`src/rtl/cpu_defs_pkg.sv`:
```
// Shared CPU definitions: fetch-address generator states and architectural vectors.
package cpu_defs_pkg;

  typedef enum logic [1:0] {
    BOOT  = 2'd0,
    FETCH = 2'd1,
    HOLD  = 2'd2
  } pcgen_state_t;

  localparam logic [31:0] RESET_VEC_DEF = 32'hBFC0_0000;
  localparam logic [31:0] EXC_VEC_DEF   = 32'hBFC0_0380;

endpackage

```
`src/rtl/pc_redirect_buf.sv`:
```
// Single-entry redirect buffer holding a redirect that arrived while a fetch
// request was waiting for acceptance. A buffered exception is sticky: a later
// branch cannot overwrite it, while a later exception or branch replaces a
// buffered branch (latest wins).
module pc_redirect_buf #(
  parameter int WIDTH = 32
) (
  input  logic             clk,
  input  logic             rst,
  input  logic             i_exc_wr,
  input  logic [WIDTH-1:0] i_exc_target,
  input  logic             i_br_wr,
  input  logic [WIDTH-1:0] i_br_target,
  input  logic             i_clr,
  output logic             o_pend,
  output logic [WIDTH-1:0] o_pend_pc
);

  logic             r_pend;
  logic             r_pend_exc;
  logic [WIDTH-1:0] r_pend_pc;

  // Capture / overwrite / consume the buffered redirect.
  always_ff @(posedge clk) begin
    // NOTE: all state here is clocked, so only non-blocking assignments are used;
    // blocking ones would make the update order depend on statement order.
    if (rst) begin
      // NOTE: the target register is reset too, so a discarded redirect never
      // leaks X or stale data after reset; cheap for a single entry.
      r_pend     <= 1'b0;
      r_pend_exc <= 1'b0;
      r_pend_pc  <= '0;
    end else if (i_exc_wr) begin
      r_pend     <= 1'b1;
      r_pend_exc <= 1'b1;
      r_pend_pc  <= i_exc_target;
    end else if (i_br_wr && !(r_pend && r_pend_exc)) begin
      r_pend     <= 1'b1;
      r_pend_exc <= 1'b0;
      r_pend_pc  <= i_br_target;
    end else if (i_clr) begin
      r_pend     <= 1'b0;
      r_pend_exc <= 1'b0;
    end
  end

  assign o_pend    = r_pend;
  assign o_pend_pc = r_pend_pc;

endmodule

```
`src/rtl/pc_gen.sv`:
```
// Fetch-address generator: holds the fetch PC, drives the instruction-side
// request handshake and selects the next PC (exception, buffered redirect,
// branch, sequential). Redirects arriving mid-handshake are buffered so the
// presented address never changes before it is accepted.
// Optional feature macro PC_ALIGN_CHECK_EN: flag misaligned PCs on adel and
// block fetch; when undefined, every PC load is forced word-aligned.
module pc_gen
  import cpu_defs_pkg::*;
#(
  parameter int                WIDTH     = 32,
  parameter logic [WIDTH-1:0]  RESET_VEC = WIDTH'(RESET_VEC_DEF),
  parameter int unsigned       INC       = 4
) (
  input  logic             clk,
  input  logic             rst,
  input  logic             stall,
  input  logic             exc_valid,
  input  logic [WIDTH-1:0] exc_target,
  input  logic             br_valid,
  input  logic [WIDTH-1:0] br_target,
  input  logic             inst_addr_ok,
  output logic             inst_req,
  output logic [WIDTH-1:0] pc,
  output logic             fire,
  output logic             adel
);

`ifdef PC_ALIGN_CHECK_EN
  localparam logic [WIDTH-1:0] ALIGN_MASK = '1;
`else
  localparam logic [WIDTH-1:0] ALIGN_MASK = ~WIDTH'(3);
`endif

  pcgen_state_t     r_state;
  pcgen_state_t     w_state_next;
  logic [WIDTH-1:0] r_pc;
  logic [WIDTH-1:0] w_pc_next;
  logic             w_adel;
  logic             w_can_apply;
  logic             w_exc_wr;
  logic             w_br_wr;
  logic             w_clr;
  logic             w_pend;
  logic [WIDTH-1:0] w_pend_pc;

`ifdef PC_ALIGN_CHECK_EN
  assign w_adel = |r_pc[1:0];
`else
  assign w_adel = 1'b0;
`endif

  // Handshake: no request in BOOT, and none while stalled or misaligned.
  assign inst_req = (r_state != BOOT) & ~stall & ~w_adel;
  assign fire     = inst_req & inst_addr_ok;
  assign pc       = r_pc;
  assign adel     = w_adel;

  // A redirect may touch pc only when no request is left waiting this cycle.
  assign w_can_apply = ~inst_req | fire;
  assign w_exc_wr    = exc_valid & ~w_can_apply;
  assign w_br_wr     = br_valid & ~exc_valid & ~w_can_apply;
  assign w_clr       = w_can_apply & w_pend & (exc_valid | ~w_adel);

  pc_redirect_buf #(
    .WIDTH(WIDTH)
  ) u_buf (
    .clk          (clk),
    .rst          (rst),
    .i_exc_wr     (w_exc_wr),
    .i_exc_target (exc_target),
    .i_br_wr      (w_br_wr),
    .i_br_target  (br_target),
    .i_clr        (w_clr),
    .o_pend       (w_pend),
    .o_pend_pc    (w_pend_pc)
  );

  // Next-PC selection by priority: exception, buffered, branch, sequential.
  always_comb begin
    // NOTE: default first so every path assigns w_pc_next and no latch is inferred.
    w_pc_next = r_pc;
    if (exc_valid) begin
      if (w_can_apply) w_pc_next = exc_target;
    end else if (w_pend) begin
      if (w_can_apply && !w_adel) w_pc_next = w_pend_pc;
    end else if (br_valid) begin
      if (w_can_apply && !w_adel) w_pc_next = br_target;
    end else if (fire) begin
      w_pc_next = r_pc + WIDTH'(INC);
    end
  end

  // Next state: HOLD mirrors "a redirect is buffered behind an unaccepted request".
  always_comb begin
    w_state_next = r_state;
    case (r_state)
      BOOT:  w_state_next = FETCH;
      FETCH: if (w_exc_wr || w_br_wr) w_state_next = HOLD;
      HOLD:  if (w_clr) w_state_next = FETCH;
      default: w_state_next = BOOT;
    endcase
  end

  // State and PC registers with synchronous reset.
  always_ff @(posedge clk) begin
    if (rst) begin
      r_state <= BOOT;
      r_pc    <= RESET_VEC & ALIGN_MASK;
    end else begin
      r_state <= w_state_next;
      r_pc    <= w_pc_next & ALIGN_MASK;
    end
  end

endmodule
```
`config.mk`:
```
export PLATFORM = sky130hd
export DESIGN_NAME = pc_gen
export DESIGN_NICKNAME = d
export VERILOG_FILES = /design/src/rtl/cpu_defs_pkg.sv /design/src/rtl/pc_redirect_buf.sv /design/src/rtl/pc_gen.sv
export SDC_FILE = /design/constraint.sdc
export NUM_CORES = 1
export LEC_CHECK = 0
export CAP_MARGIN = 20
export CORE_MARGIN = 3
export CORE_UTILIZATION = 45
export DETAILED_ROUTE_END_ITERATION = 16
export PLACE_DENSITY_LB_ADDON = 0.25
export SLEW_MARGIN = 20
export SYNTH_ARGS = -nofsm -noshare
export SYNTH_HDL_FRONTEND = slang
export SYNTH_SLANG_ARGS = --single-unit
```
`constraint.sdc`:
```
create_clock -name clk -period 1.8 [get_ports clk]
set_clock_uncertainty 0.1 [all_clocks]
set_input_delay 0.45 -clock clk [delete_from_list [all_inputs] [get_ports clk]]
set_output_delay 0.45 -clock clk [all_outputs]
set_load 0.02 [all_outputs]
```
==> metrics.txt <==
global-route wire length before repair 27,000 microns; PnR Total Power 4320 uW; # DRC 0; status finished, violations left; Setup crit start kind flip-flop; PD cells 633 mW/mm^2; Crit path required time 1.98 ns; core area 0.00893 sq mm; grt ovf 0; Distinct cells, synth 78; HP Class reg2reg; first drt pass iteration count 5; CTS buffer count 9; per-cell routed wire length 21.4 microns; Nets 804; crit-path max cell delay 0.34 ns; detailed-route wire length 18,100 microns; GRT Overall Usage 32.5%; setup TNS -0.809 ns; TritonCTS clock tree done; Critical Path Fanout Max 5; initial antenna violation count 0; # setup viols final 21; die area 0.0106 sq mm; Finished Cell Area 0.00682 sq mm; count of non-filler cells in the finished layout 846; Synth Register Bits 64; synthesis-to-layout area growth 60.7%; # H-tree levels 3; worst vdd ir 0.336 mV; Final HPWL DP 11,700 microns; max_cap viols 0; DR WL met2 8680 microns; # placed instances 809; Static Leak 0.00268 uW; ys async rst share 0%; final number of max-transition violations 0; Skew-Pair Late Insertion Delay 0.36 ns; Final Wtd Congestion 0.943; Mapped Avg Cell Area 7.72 sq um; slowest CP cell dfxtp_2; failing checks setup timing; Area after DPL 0.00603 sq mm; EDFF count, synth 0; DR WL met3 1840 microns; number of global-route vias before repair 5,229; Seq/Total Area, Yosys 30.2%; Worst-path clk slew 0.07 ns; Critical Path AT 2.17 ns; drt initial violations 527; clk buf depth 2; fin crit share 110%; RSZ-0062 raised after global routing yes; Vias/cell 6.55; final setup margin -0.189 ns; layout cell share with drive strength beyond 1 33.3%; critical path endpoint category flip-flop; row count 34; crit-path cells o21bai_4 > buf_6 > mux2i_4 > buf_12 > o211ai_1 > nor4b_2 > a311o_1; Metal-1 WL 6960 microns; Top FF cell, synth dfxtp_1; Fmax 0.503 GHz; Mapped Area 0.00425 sq mm; port bufs 97; ANT cells 0; Syn Inst Count 550; DRT antenna net count 0; CTS sink count 64; IO Count 105; Hold Fails Final Rpt 0; DR vias 5,544; pin count of the biggest net entering global routing 33; die height 103 microns; Max Used Layer met4; CP bufs+invs 2; yosys warns 0; Initial Util 47.5%; Top delay family on crit path compound AO/OA/AOI/OAI gates; critical path class reg2reg; Die Width 103 microns; CTS Hold Bufs 0; Worst Hold Margin 0.397 ns; Final min period 1.99 ns; clk root buf clkbuf_8
-- timing repair --
item	in CTS	in global routing
hold endpoints to repair	0	0
gates resized for setup	91	70
pin swaps	19	31
setup buffers	12	8
cloned	2	1
endpoints found under the setup margin	65	34
-- power by group --
group	switching, uW	internal (uW)	total [uW]
combinational	776	721	1500
sequential	100	1530	1630
clock	582	607	1190
total	1460	2860	4320
-- worst reg2reg max path, delay by kind of cell (launching register included) --
| family | cells | cell delay (ns) |
|---|---|---|
| AOI/OAI and AO/OA | 3 | 0.57 |
| DFF | 1 | 0.34 |
| buffers and inverters | 2 | 0.32 |
| muxes | 1 | 0.28 |
| and+or+nand+nor | 1 | 0.31 |
-- cell usage in the layout (no fill, tap or decap), types with 8 or more instances in the layout --
cell / instances
o211ai_1: 8
dfxtp_2: 17
a31oi_1: 8
buf_12: 10
clkdlybuf4s50_1: 61
nand2_1: 40
clkbuf_8: 12
nor2_1: 29
a221oi_2: 11
buf_6: 23
inv_1: 9
dfxtp_4: 8
dfxtp_1: 39
a21oi_1: 52
nand3_1: 15
o22ai_1: 20
nand2b_1: 16
nor3_1: 10
buf_4: 86
o21ai_0: 61
dlygate4sd2_1: 32
-- stage by stage --
stage	util, %	worst slack [ns]
after floorplan	-	-0.0869
after global placement	67.5	-0.594
after detailed placement	67.5	-0.620
after CTS	72.2	-0.0525
after global routing	76.4	-0.202
final	76.4	-0.189
-- metal layers --
layer | track usage (%) | vias to the layer above
li1 | - | 2462
met1 | 42.6 | 2627
met2 | 52.9 | 378
met3 | 6.43 | 77
met4 | 12.2 | 0
met5 | 0 | -
-- cell usage after synthesis (5+ instances only) --
master / instances / area share [%]
dfxtp_1: 64 / 30
buf_4: 6 / 1.1
o22ai_1: 20 / 2.9
xnor2_1: 6 / 1.2
clkbuf_8: 5 / 1.6
a221oi_1: 13 / 2.7
a21oi_1: 54 / 6.4
clkbuf_1: 22 / 1.9
and4_2: 5 / 1.2
nand2_1: 43 / 3.8
nor2_1: 35 / 3.1
nand3_1: 16 / 1.9
a21o_1: 6 / 1.1
inv_1: 11 / 0.97
buf_2: 11 / 1.3
nor3_1: 12 / 1.4
a211oi_1: 5 / 0.88
mux2i_1: 6 / 1.4
a31oi_1: 10 / 1.5
nand2b_1: 16 / 2.4
o21ai_0: 69 / 8.1
o211ai_1: 8 / 1.4
nor4_1: 7 / 1.0
nand4_1: 6 / 0.88
-- flip-flops by register name (all words and copies together) (netlist names) --
register / count
u_buf.r_pend_exc: 1
pc: 30
u_buf.o_pend: 1
r_state: 2
u_buf.o_pend_pc: 30
-- area by class of cell --
cell class / instances / area [sq um]
multi-input cells: 425 / 3020
fillers: 621 / 2110
repair buffers: 219 / 2100
flip-flops and latches: 64 / 1330
clock buffers: 13 / 169
well taps: 108 / 135
inverters: 14 / 55.1
clock inverters: 3 / 15.0
-- worst paths after layout --
check                          start      to  slack, ns  depth (start not counted)
setup / recovery          r_state[1]  pc[19]      -0.19                          7
hold / removal    u_buf.o_pend_pc[8]   pc[8]       0.40                          2
setup reg to reg          r_state[1]  pc[19]      -0.19                          7
hold reg to reg   u_buf.o_pend_pc[8]   pc[8]       0.40                          2
-- cell families (layout without fill, tap and decap cells) --
group | count (synthesis) | after routing | share of synthesized area, %
compound gates | 233 | 233 | 35.9
simple gates | 167 | 168 | 20.8
flops | 64 | 64 | 30.2
buf+inv | 64 | 249 | 8.05
mux | 11 | 11 | 2.80
xor+xnor | 9 | 9 | 1.86
fa+ha+maj | 1 | 1 | 0.295
other cells | 1 | 3 | 0.0883
No activity file was read; power rests on OpenSTA's default activity.
